--- config.mk ---
export PLATFORM = sky130hd
export DESIGN_NAME = input_skew_buffer
export DESIGN_NICKNAME = d
export VERILOG_FILES = /design/src/rtl/input_skew_buffer.sv
export SDC_FILE = /design/constraint.sdc
export NUM_CORES = 1
export LEC_CHECK = 0
export BUFFER_PORTS_ARGS = -buffer_cell sky130_fd_sc_hd__buf_2
export CORE_UTILIZATION = 45
export CTS_CLUSTER_SIZE = 25
export DETAILED_ROUTE_END_ITERATION = 16
export PLACE_DENSITY = 0.68
export RECOVER_POWER = 25
export SLEW_MARGIN = 15
export SYNTH_ARGS = -nofsm -noshare
export SYNTH_HDL_FRONTEND = slang
export SYNTH_SLANG_ARGS = --single-unit
export TNS_END_PERCENT = 100
--- constraint.sdc ---
create_clock -name i_clk -period 3.2 [get_ports i_clk]
set_input_delay 0.64 -clock i_clk [delete_from_list [all_inputs] [get_ports i_clk]]
set_output_delay 0.64 -clock i_clk [all_outputs]
set_load 0.01 [all_outputs]
--- src/rtl/input_skew_buffer.sv ---
// input_skew_buffer: per-row FIFOs feeding diagonally skewed columns into a systolic array; optional stall counter under INPUT_SKEW_STATS_EN.
//   i_clk, i_rst, i_reg_clear : clock, sync active-high reset and soft clear (same effect)
//   i_en                     : block enable (leaves IDLE, gates issue)
//   i_data, i_data_valid     : router row words and per-row push strobes
//   i_context_done           : end-of-context pulse from upstream
//   i_array_ready            : array accepts a skewed beat
//   o_pop_en                 : router pop enable (2-slot margin)
//   o_data, o_data_valid     : skewed row words and valids, row r delayed r+1 beats
//   o_drain_done             : one-cycle pulse in DONE
//   o_overflow               : sticky dropped-push flag
//   o_stall_count            : saturating backpressure stall count (INPUT_SKEW_STATS_EN only)
module input_skew_buffer #(
  parameter int ROW_COUNT  = 4,
  parameter int DATA_WIDTH = 8,
  parameter int FIFO_DEPTH = 8
) (
  input  logic                                 i_clk,
  input  logic                                 i_rst,
  input  logic                                 i_en,
  input  logic                                 i_reg_clear,
  input  logic [ROW_COUNT-1:0][DATA_WIDTH-1:0] i_data,
  input  logic [ROW_COUNT-1:0]                 i_data_valid,
  input  logic                                 i_context_done,
  input  logic                                 i_array_ready,
  output logic                                 o_pop_en,
  output logic [ROW_COUNT-1:0][DATA_WIDTH-1:0] o_data,
  output logic [ROW_COUNT-1:0]                 o_data_valid,
  output logic                                 o_drain_done,
  output logic                                 o_overflow
`ifdef INPUT_SKEW_STATS_EN
  ,
  output logic [15:0]                          o_stall_count
`endif
);
  localparam int AW = $clog2(FIFO_DEPTH);
  localparam int CW = AW + 1;
  localparam logic [CW-1:0] FULL   = CW'(FIFO_DEPTH);
  localparam logic [CW-1:0] MARGIN = CW'(FIFO_DEPTH - 2);
  typedef enum logic [1:0] {IDLE, RUN, DRAIN, DONE} state_t;
  state_t r_state, w_next;
  logic r_ctx, r_pop_en, r_overflow;
  logic w_clr, w_issue;
  logic [ROW_COUNT-1:0] w_nonempty, w_pop, w_push, w_drop, w_ok, w_busy;
  assign w_clr = i_rst | i_reg_clear;
  // RUN needs a full column; DRAIN flushes whatever is left, padding empty rows with bubbles
  assign w_issue = i_en && i_array_ready &&
                   ((r_state == RUN && &w_nonempty) || (r_state == DRAIN && |w_nonempty));
  for (genvar g = 0; g < ROW_COUNT; g++) begin : g_row
    logic [DATA_WIDTH-1:0] r_mem [FIFO_DEPTH];
    logic [AW-1:0]         r_wp, r_rp;
    logic [CW-1:0]         r_cnt;
    logic [DATA_WIDTH-1:0] r_dd [g+1];
    logic [g:0]            r_dv;
    logic                  w_req, w_full;
    assign w_full        = r_cnt == FULL;
    assign w_req         = i_data_valid[g] && r_state != DONE;
    assign w_nonempty[g] = r_cnt != '0;
    assign w_pop[g]      = w_issue && w_nonempty[g];
    // a full FIFO still takes the word when its head leaves in the same cycle
    assign w_push[g]     = w_req && (!w_full || w_pop[g]);
    assign w_drop[g]     = w_req && w_full && !w_pop[g];
    assign w_ok[g]       = r_cnt <= MARGIN;
    assign w_busy[g]     = |r_dv;
    assign o_data[g]       = r_dd[g];
    assign o_data_valid[g] = r_dv[g];
    always_ff @(posedge i_clk)
      if (w_push[g]) r_mem[r_wp] <= i_data[g];
    always_ff @(posedge i_clk) begin
      if (w_clr) begin
        r_wp  <= '0;
        r_rp  <= '0;
        r_cnt <= '0;
      end else begin
        r_wp  <= w_push[g] ? r_wp + 1'b1 : r_wp;
        r_rp  <= w_pop[g] ? r_rp + 1'b1 : r_rp;
        r_cnt <= r_cnt + CW'(w_push[g]) - CW'(w_pop[g]);
      end
    end
    always_ff @(posedge i_clk) begin
      if (w_clr) begin
        r_dv <= '0;
        r_dd <= '{default: '0};
      end else if (i_array_ready) begin
        for (int k = g; k > 0; k--) begin
          r_dv[k] <= r_dv[k-1];
          r_dd[k] <= r_dd[k-1];
        end
        r_dv[0] <= w_pop[g];
        r_dd[0] <= w_pop[g] ? r_mem[r_rp] : '0;
      end
    end
  end
  always_comb begin
    w_next = r_state;
    unique case (r_state)
      IDLE:  w_next = i_en ? RUN : IDLE;
      RUN:   w_next = r_ctx ? DRAIN : RUN;
      DRAIN: w_next = (!(|w_nonempty) && !(|w_busy)) ? DONE : DRAIN;
      DONE:  w_next = IDLE;
    endcase
  end
  always_ff @(posedge i_clk) begin
    if (w_clr) begin
      r_state    <= IDLE;
      r_ctx      <= 1'b0;
      r_pop_en   <= 1'b0;
      r_overflow <= 1'b0;
    end else begin
      r_state    <= w_next;
      r_ctx      <= r_state == DONE ? 1'b0 : (r_ctx | (i_context_done && r_state != IDLE));
      r_pop_en   <= r_state == RUN && &w_ok;
      r_overflow <= r_overflow | (|w_drop);
    end
  end
  assign o_pop_en     = r_pop_en;
  assign o_overflow   = r_overflow;
  assign o_drain_done = r_state == DONE;
`ifdef INPUT_SKEW_STATS_EN
  logic [15:0] r_stall;
  always_ff @(posedge i_clk) begin
    if (w_clr) r_stall <= '0;
    else if (!i_array_ready && |w_busy && r_stall != 16'hFFFF) r_stall <= r_stall + 16'd1;
  end
  assign o_stall_count = r_stall;
`endif
endmodule

; ---- After elaboration in Yosys (flattened, before gate mapping)
; Memory sizes are Yosys's and may differ from the RTL's. A register that Yosys moved wholly into a read port is not among the register bits.
; Cells that the tools add are included.
[word_totals]
register_bits = 135
ramBits = 256
elab_cells = 143
n_memories = 4
[mem_list]
columns = name, words, width, read_ports, rd_ports_with_merged_regs, write_ports, line
row1 = g_row[0].r_mem, 8, 8, 1, 1, 1, 49  ; logic [DATA_WIDTH-1:0] r_mem [FIFO_DEPTH];
row2 = g_row[1].r_mem, 8, 8, 1, 1, 1, 49
row3 = g_row[2].r_mem, 8, 8, 1, 1, 1, 49
row4 = g_row[3].r_mem, 8, 8, 1, 1, 1, 49
[op_classes]
add_sub_neg = 16
order_cmp = 4
eq_ne = 8
muxes = 24
n_bitwise = 3
reduce_logical = 54
[ops]
columns = operator, n
row1 = $mux 8, 4
row2 = $logic_and 1x1->1, 27
row3 = $add 3x1->3 const B, 8
row4 = $mux 3, 8
row5 = $add 4x1->4, 4
row6 = $eq 4x4->1 const B, 4
row7 = $le 4x3->1 const B, 4
row8 = $reduce_bool 4->1, 4
row9 = $sub 4x1->4, 4
row10 = $logic_not 1->1, 10
row11 = $mux 1, 10
row12 = $reduce_or 10->1, 1
row13 = $pmux 2 s4, 1
row14 = $reduce_and 4->1, 2
row15 = $reduce_or 4->1, 2
row16 = $logic_or 1x1->1, 5
row17 = $eq 2x2->1 const B, 2
row18 = $or 1x1->1, 3
row19 = $eq 2x1->1 const B, 1
row20 = $logic_not 2->1, 1
row21 = $mux 2, 1
row22 = $ne 2x2->1 const B, 1
row23 = $reduce_bool 2->1, 1
row24 = $reduce_or 2->1, 1

; ---- Longest topological paths before layout
; Gate-level depths: netlist of run 1.
[depth]
depth_word = 10
depth_mapped = 14
ltp_nobuf = 13

; ---- Least setup slack after synthesis of run 1
; Ideal clock, no wire load.
[synth_timing]
kind = register -> register
from = reg g_row[0].r_cnt[2]
to = mem g_row[3].r_mem[0][0] (enable)
setup_time_ns = 0.395
arrival_time_ns = 2.461
required_ns = 2.805
slack_ns = 0.344
path_stages_with_launch = 9
path_buffers = 1
synth_period_minus_slack_ns = 2.856
cell_sequence = dfxtp_1 -> inv_1 -> ha_1 -> nor3b_2 -> nor4_4 -> nor3_2 -> or2_1 -> buf_2 -> nor4_1
[synth_via]
elab_chain_len = 10
elab_cells_between_ends = 12
cone_classes = mux: 2 / reduce/logical: 10
[synth_lines]
columns = item, line
row1 = start: declaration, 51  ; logic [CW-1:0] r_cnt;
row2 = start signal: assignment, 76  ; r_cnt <= r_cnt + CW'(w_push[g]) - CW'(w_pop[g]);
row3 = $reduce_bool 4->1 *, 57  ; assign w_nonempty[g] = r_cnt != '0;
row4 = $reduce_and 4->1 or $reduce_or 4->1 (tied branches), 47  ; ((r_state == RUN && &w_nonempty) || (r_state == DRAIN && |w_nonempty));
row5 = $logic_and 1x1->1, 47
row6 = $logic_or 1x1->1 *, 47
row7 = $logic_and 1x1->1 *, 46  ; assign w_issue = i_en && i_array_ready &&
row8 = $logic_and 1x1->1 *, 58  ; assign w_pop[g] = w_issue && w_nonempty[g];
row9 = $logic_or 1x1->1 *, 60  ; assign w_push[g] = w_req && (!w_full || w_pop[g]);
row10 = $logic_and 1x1->1 *, 60
row11 = $mux 1 *, 67  ; if (w_push[g]) r_mem[r_wp] <= i_data[g];
row12 = $mux 1 (implied by the code) *, 67
row13 = end: declaration, 49
; Mark *: on every way between the ends. The rest lies on a longest branch, timed or not.

; ---- Worst setup path in the final report of run 1
[layout_timing]
from = reg g_row[2].r_cnt[2]
to = reg g_row[3].r_cnt[1]
[layout_via]
elab_chain_len = 10
elab_cells_between_ends = 12
cone_classes = add/sub: 2 / reduce/logical: 10
[layout_lines]
columns = item, line
row1 = start: declaration, 51
row2 = start signal: assignment, 76
row3 = $reduce_bool 4->1 *, 57
row4 = $reduce_and 4->1 or $reduce_or 4->1 (tied branches), 47
row5 = $logic_and 1x1->1, 47
row6 = $logic_or 1x1->1 *, 47
row7 = $logic_and 1x1->1 *, 46
row8 = $logic_and 1x1->1 *, 58
row9 = $logic_or 1x1->1 *, 60
row10 = $logic_and 1x1->1 *, 60
row11 = named net w_push[3], 43  ; logic [ROW_COUNT-1:0] w_nonempty, w_pop, w_push, w_drop, w_ok, w_busy;
row12 = $add 4x1->4 *, 76
row13 = $sub 4x1->4 *, 76
row14 = end signal: assignment, 76
row15 = end: declaration, 51
; The timed path passes the listed nets; every way through them passes the cells marked *.
; A chain may end at the register's enable or synchronous reset.

==> results of run 1 <==
## power groups by stage
stage,sequential (W),clock (W),combinational [W]
after floorplan,0.00571,0,0.000224
after global placement,0.00571,0,0.000353
after detailed placement,0.00572,0,0.000362
after CTS,0.00561,0.00491,0.000364
after global routing,0.00561,0.00511,0.000389
final,0.00561,0.00480,0.000354
## critical path, stage by stage, from the launching register on
cell	delay [ns]
dfxtp_1	0.32
inv_1	0.11
ha_1	0.17
nor3b_2	0.48
nor4_4	0.13
nor3_2	0.34
or2_1	0.38
inv_1	0.09
ha_1	0.22
inv_1	0.07
fa_1	0.40
nor2_1	0.10
## layout make-up
class | instances | area, sq um
Sequential cell | 403 | 10630
Clock buffer | 57 | 1212
Tap cell | 461 | 576.8
Timing Repair Buffer | 129 | 754.5
Fill cell | 2952 | 17090
Clock inverter | 20 | 163.9
Inverter | 44 | 165.2
Multi-Input combinational cell | 542 | 4980
## flip-flops by register name (all words and copies together) (netlist names), named ones only
name         count
g_row.r_dd      56
r_state          1
g_row.r_dv      10
g_row.r_cnt     16
g_row.r_wp      12
r_ctx            1
g_row.r_rp      12
g_row.r_mem    256
o_overflow       1
o_data          24
o_pop_en         1
## metrics by stage
stage,total power [W],hold WS (ns),area (sq um)
after CTS,0.01087,0.3580,18510
after detailed placement,0.006079,0.4742,17140
after floorplan,0.005931,0.4541,16240
final,0.01076,0.3881,18480
after global placement,0.006066,0.4643,17140
after global routing,0.01111,0.3984,18480
## per-layer routing
| metal | part of all wire | routed length (um) |
|---|---|---|
| met1 | 0.45 | 13350 |
| met2 | 0.50 | 15130 |
| met3 | 0.032 | 947 |
| met4 | 0.018 | 552 |
| met5 | 0 | 0 |
## worst min path at each step
stage                                 from                   end  slack (ns)  depth (start not counted)
after floorplan           g_row[1].r_rp[1]              register        0.45                          2
after global placement    g_row[0].r_dd[4]      g_row[0].r_dd[4]        0.46                          2
after detailed placement  g_row[3].r_dv[0]      g_row[3].r_dv[0]        0.47                          2
after CTS                        i_data[0]  g_row[0].r_mem[5][0]        0.36                          1
after global routing            i_data[18]  g_row[2].r_mem[5][2]        0.40                          1
final                            i_data[7]  g_row[0].r_mem[3][7]        0.39                          1
## kinds of logic (layout without fill, tap and decap cells)
family          count (synthesis)  in the layout  synth area share
buf+inv                       128            250           0.03876
flops                         403            403            0.6547
mux                           158            158            0.1467
fa+ha+maj                      40             40           0.03267
xor+xnor                       16             16          0.008630
compound gates                 89             89           0.04092
simple gates                  239            239           0.07760
## cell usage after synthesis, drive strengths merged (7+ instances only)
master   number  area share
edfxtp      256        0.47
dfxtp       147        0.18
nor2        123       0.029
mux2i        94       0.058
mux4         64       0.089
buf          60       0.023
inv          43      0.0099
ha           36       0.028
a2bb2oi      32       0.017
nand2        31      0.0072
clkbuf       24      0.0055
a21oi        22      0.0068
nor3         15      0.0049
nand3        12      0.0037
nor4b        12       0.011
o21ai        12      0.0037
xor2         12      0.0065
nor4         10      0.0048
and2          7      0.0027
==> impl_metrics.tcl, run 1 <==
set metrics [dict create \
    status "complete, no violations" \
    synth_nets 1155 \
    intPower_w 0.008604 \
    clockBufferDepth 3 \
    drt_pass1_iterations 4 \
    ys_seq_elements 403 \
    clock_latency_ns 0.53 \
    cts_tree "built" \
    drcViolationCount 0 \
    async_reset_ff_frac 0 \
    reg2reg_depth 11 \
    cp-start-kind "register" \
    synth_cells 1073 \
    final_util 0.5196 \
    std_cell_rows 69 \
    synthDistinctLibCells 55 \
    dieHeight_um 192.0 \
    setup_slack_ns 0.3280 \
    antenna_found_initial 0 \
    cts-hold-fix-buffers 0 \
    drv_cap 0 \
    final_nets 1244 \
    ys_seq_area_frac 0.6547 \
    cts_root_buf "clkbuf_16" \
    clk_pin_slew_ns 0.06 \
    p_comb_frac 0.033 \
    io_pins 81 \
    swShare 0.2006 \
    layout.cells.non_filler 1656 \
    initial_utilization 0.4565 \
    grt-busiest-layer "met2" \
    h-tree-depth 2 \
    diodes 0 \
    vdd_drop_max_mv 0.4553 \
    synth_edf_count 256 \
    syn_to_final_growth_pct 13.83 \
    seqPwrFrac 0.521 \
    crit_type "register to register" \
    cts_num_sinks 403 \
    r2r-start "g_row[2].r_cnt[2]" \
    die-area_sq_um 36840 \
    post_drt_wl_per_cell_um 18.10 \
    grt.overflow.total 0 \
    grt.met1_usage 0.2139 \
    clockPowerShare 0.446 \
    grt_pass1_vias 8714 \
    hp-class "input port to register" \
    gp_congestion 0.7793 \
    grtUsageTotal 0.1658 \
    cellPowerDensity_nw_per_um2 582.3 \
    core_area_sq_um 35570 \
    worst_pin_slew_ns 0.8717 \
    cts_setup_buffers 0 \
    cts_made_buffers 42 \
    max_freq_mhz 348.2 \
    r2r_slack_ns 0.33 \
    mostFrequentLayoutCell "edfxtp_1" \
    drtIter0Drc 305 \
    placed_cells 1579 \
    max_slew_margin 0.4167 \
    synth_area_sq_um 16240 \
    startpoint "g_row[2].r_cnt[2]" \
    fin_crit_sh 0.8975 \
    dp_slack_ns 0.3194 \
    drtAntennaViolNets 0 \
    synth_area_per_cell_sq_um 15.13 \
    fin_skew_ns 0.01117 \
    min_period_ns 2.872 \
    r2r_end "g_row[3].r_cnt[1]" \
    grt_pass1_wl_um 46950 \
    totalWireLength_um 29980 \
    worst_setup_path_end_kind "register" \
    most-common-layout-cells "256 x edfxtp_1, 147 x dfxtp_1, 122 x nor2_1" \
    setup-violations-final 0 \
    grt_max_degree 66 \
    use_met3 0.02905 \
    vias_per_cell 5.226 \
    finalSetupTns_ns 0 \
    io_buffers 80 \
    drive_gt1_frac 0.2159 \
    arrival_ns 3.34 \
    endpoint "g_row[3].r_cnt[1]" \
    grt_setup_unrepaired "false" \
    finalHoldViolations 0 \
    die_w_um 192.0 \
    vias 8655 \
    p_sw_w 0.002158 \
    worstPathRequired_ns 3.66 \
    ys_warn_count 0 \
    worst-path-max-fanout 9 \
    power.leakage_nw 6.532 \
    use_met2 0.2880 \
    cts_resized 0 \
    report.final.slew_viol_count 0 \
    synth-main-ff-cell "edfxtp_1" \
    hpwl_um 19650 \
]
No activity file was read; power rests on OpenSTA's default activity.
==> run 2, diff against run 1 <==
- ABC_AREA: unset -> 1
==> run 2 against run 1 <==
Flip-flop and latch count is the same. Synthesized area grew 2.5%. Die area grew 2.5%. Largest power group unchanged.
==> impl_metrics.tcl, run 2 <==
set metrics [dict create \
    worst-path-max-fanout 13 \
    synth_top_area_frac 0.4619 \
    setup-violations-final 0 \
    arrival_ns 3.26 \
    synthDistinctLibCells 35 \
    cts_made_buffers 41 \
    placed_cells 2036 \
    clockBufferDepth 3 \
    power.leakage_nw 6.833 \
    fin_area_sq_um 18610 \
    drive_gt1_frac 0.1192 \
    whs_ns 0.4105 \
    vias_per_cell 5.006 \
    io_buffers 80 \
    synth_edf_count 256 \
    worst_setup_path_end_kind "register" \
    clk_pin_slew_ns 0.06 \
    vias 10570 \
    grt_max_degree 92 \
    ys_warn_count 0 \
    mostFrequentLayoutCell "nand2_1" \
    min_period_ns 2.844 \
    synth_area_sq_um 16640 \
    worstPathRequired_ns 3.62 \
    diodes 0 \
    cts_resized 0 \
    drt_pass1_iterations 5 \
    finalHoldViolations 0 \
    cts-hold-fix-buffers 0 \
    totalWireLength_um 31920 \
    crit_slowest_cell "fa_1" \
    synth_nets 1644 \
    critPathBufInv 4 \
    layout.cells.non_filler 2112 \
    finalSetupTns_ns 0 \
    regMostFlops "g_row.r_mem" \
    synth_cells 1562 \
    io_pins 81 \
    critPathMaxStageDelay_ns 0.42 \
    report.final.slew_viol_count 0 \
    syn_to_final_growth_pct 11.80 \
    largest_reg_flops 256 \
    final_nets 1693 \
    die-area_sq_um 37760 \
    async_reset_ff_frac 0 \
    yosysMostFrequentCell "nand2_1" \
    netlist_top_cells_count "339 x nand2_1, 256 x edfxtp_1, 178 x a21oi_1" \
    post_drt_wl_per_cell_um 15.11 \
    max_slew_margin 0.3072 \
    std_cell_rows 70 \
    cp-start-kind "register" \
    gp_congestion 0.7950 \
    worstPathCellList "inv_1 > ha_1 > nand3_2 > nor2_1 > nand2_1 > nand2_2 > nand2_4 > nand3_4 > clkinv_2 > ha_1 > inv_1 > ha_1 > inv_1 > fa_1 > xor2_1 > nor2_1" \
    place_area_sq_um 17320 \
    synth_area_leaders "edfxtp_1 46%, dfxtp_1 18%, nand2_1 7.6%, a21oi_1 5.4%, mux2i_1 3.8%" \
    cts_num_sinks 403 \
    synth-main-ff-cell "edfxtp_1" \
    synth_area_per_cell_sq_um 10.66 \
    drtAntennaViolNets 0 \
    die_w_um 194.3 \
    h-tree-depth 2 \
    ys_seq_area_frac 0.6387 \
    cts_tree "built" \
    core_area_sq_um 36520 \
    worst_pin_slew_ns 1.038 \
    most-common-layout-cells "339 x nand2_1, 256 x edfxtp_1, 178 x a21oi_1" \
    grt.overflow.total 0 \
    grt_setup_unrepaired "false" \
    ys_seq_elements 403 \
    critPathTopFamily "adder cells" \
    drtIter0Drc 721 \
    drcViolationCount 0 \
    grtUsageTotal 0.1676 \
    fin_crit_sh 0.8886 \
    hpwl_um 20640 \
    cellPowerDensity_nw_per_um2 571.9 \
    yosys.area.top_type "edfxtp_1" \
    grt_pass1_vias 10160 \
    vdd_drop_max_mv 0.2852 \
    clock_latency_ns 0.54 \
    status "complete, no violations" \
    antenna_found_initial 0 \
    hp-class "input port to register" \
    cts_root_buf "clkbuf_16" \
    fin_skew_ns 0.01708 \
    dieHeight_um 194.3 \
    crit_type "register to register" \
    drv_cap 0 \
    initial_utilization 0.4557 \
    cts_setup_buffers 0 \
    grt_pass1_wl_um 51250 \
    max_freq_mhz 351.7 \
]
[run 2: changes by cell type after synthesis, moves of 12 or more]
cell,change
a21oi_1,+156
nor2_1,-56
o21ai_0,+66
nor4b_2,-12
mux4_2,-64
nand3_1,+60
clkbuf_1,+24
nor2_2,+17
a2bb2oi_1,-32
mux2i_1,-30
nand2_1,+308
inv_1,+98
[run 2: logic make-up (layout without fill, tap and decap cells)]
family,count (synthesis),after routing,share of synthesized area
AOI/OAI and AO/OA,267,267,0.08427
xor gates and xnor gates,4,4,0.002105
adders and majority gates,40,40,0.03187
buffers and inverters,248,330,0.06517
DFF,403,403,0.6387
muxes,64,64,0.03849
and+or+nand+nor,536,536,0.1394
[run 2: final cells by class]
type                       instances  area, sq um
inverter                         151        571.8
timing repair buffer             103        565.5
tap                              468        585.6
sequential                       403        10630
multi-input combinational        911         4932
clock inverter                    19        152.6
fill                            3208        17910
clock buffer                      57         1171
[run 2: where the power goes]
part           switching (W)  internal, W  leakage, nW
Combinational       0.000254    0.0000946         2.67
Clock                0.00195      0.00273        0.651
Sequential         0.0000241      0.00559         3.51
[run 2: routing by layer]
| metal | routed length (um) | vias up | global-route usage |
|---|---|---|---|
| li1 | - | 5345 | - |
| met1 | 14630 | 4982 | 0.2225 |
| met2 | 15270 | 202 | 0.2807 |
| met3 | 1396 | 43 | 0.02950 |
| met4 | 623 | 0 | 0.05056 |
| met5 | 0 | - | 0 |
[run 2: path summary, 6_finish.rpt]
kind	from	endpoint	slack (ns)	depth (start not counted)
max	g_row[0].r_cnt[2]	g_row[0].r_cnt[2]	0.36	16
max reg2reg	g_row[0].r_cnt[2]	g_row[0].r_cnt[2]	0.36	16
min	i_data[7]	g_row[0].r_mem[4][7]	0.41	1
min reg2reg	o_data[8]	o_data[8]	0.46	2
[run 2: metrics by stage]
stage	utilization	worst slack, ns	total power (W)
floorplan	-	0.6662	0.005930
global placement	0.4742	0.4670	0.006071
detailed placement	0.4742	0.3953	0.006085
CTS	0.5104	0.3737	0.01076
global route	0.5095	0.1220	0.01098
finish	0.5095	0.3565	0.01064
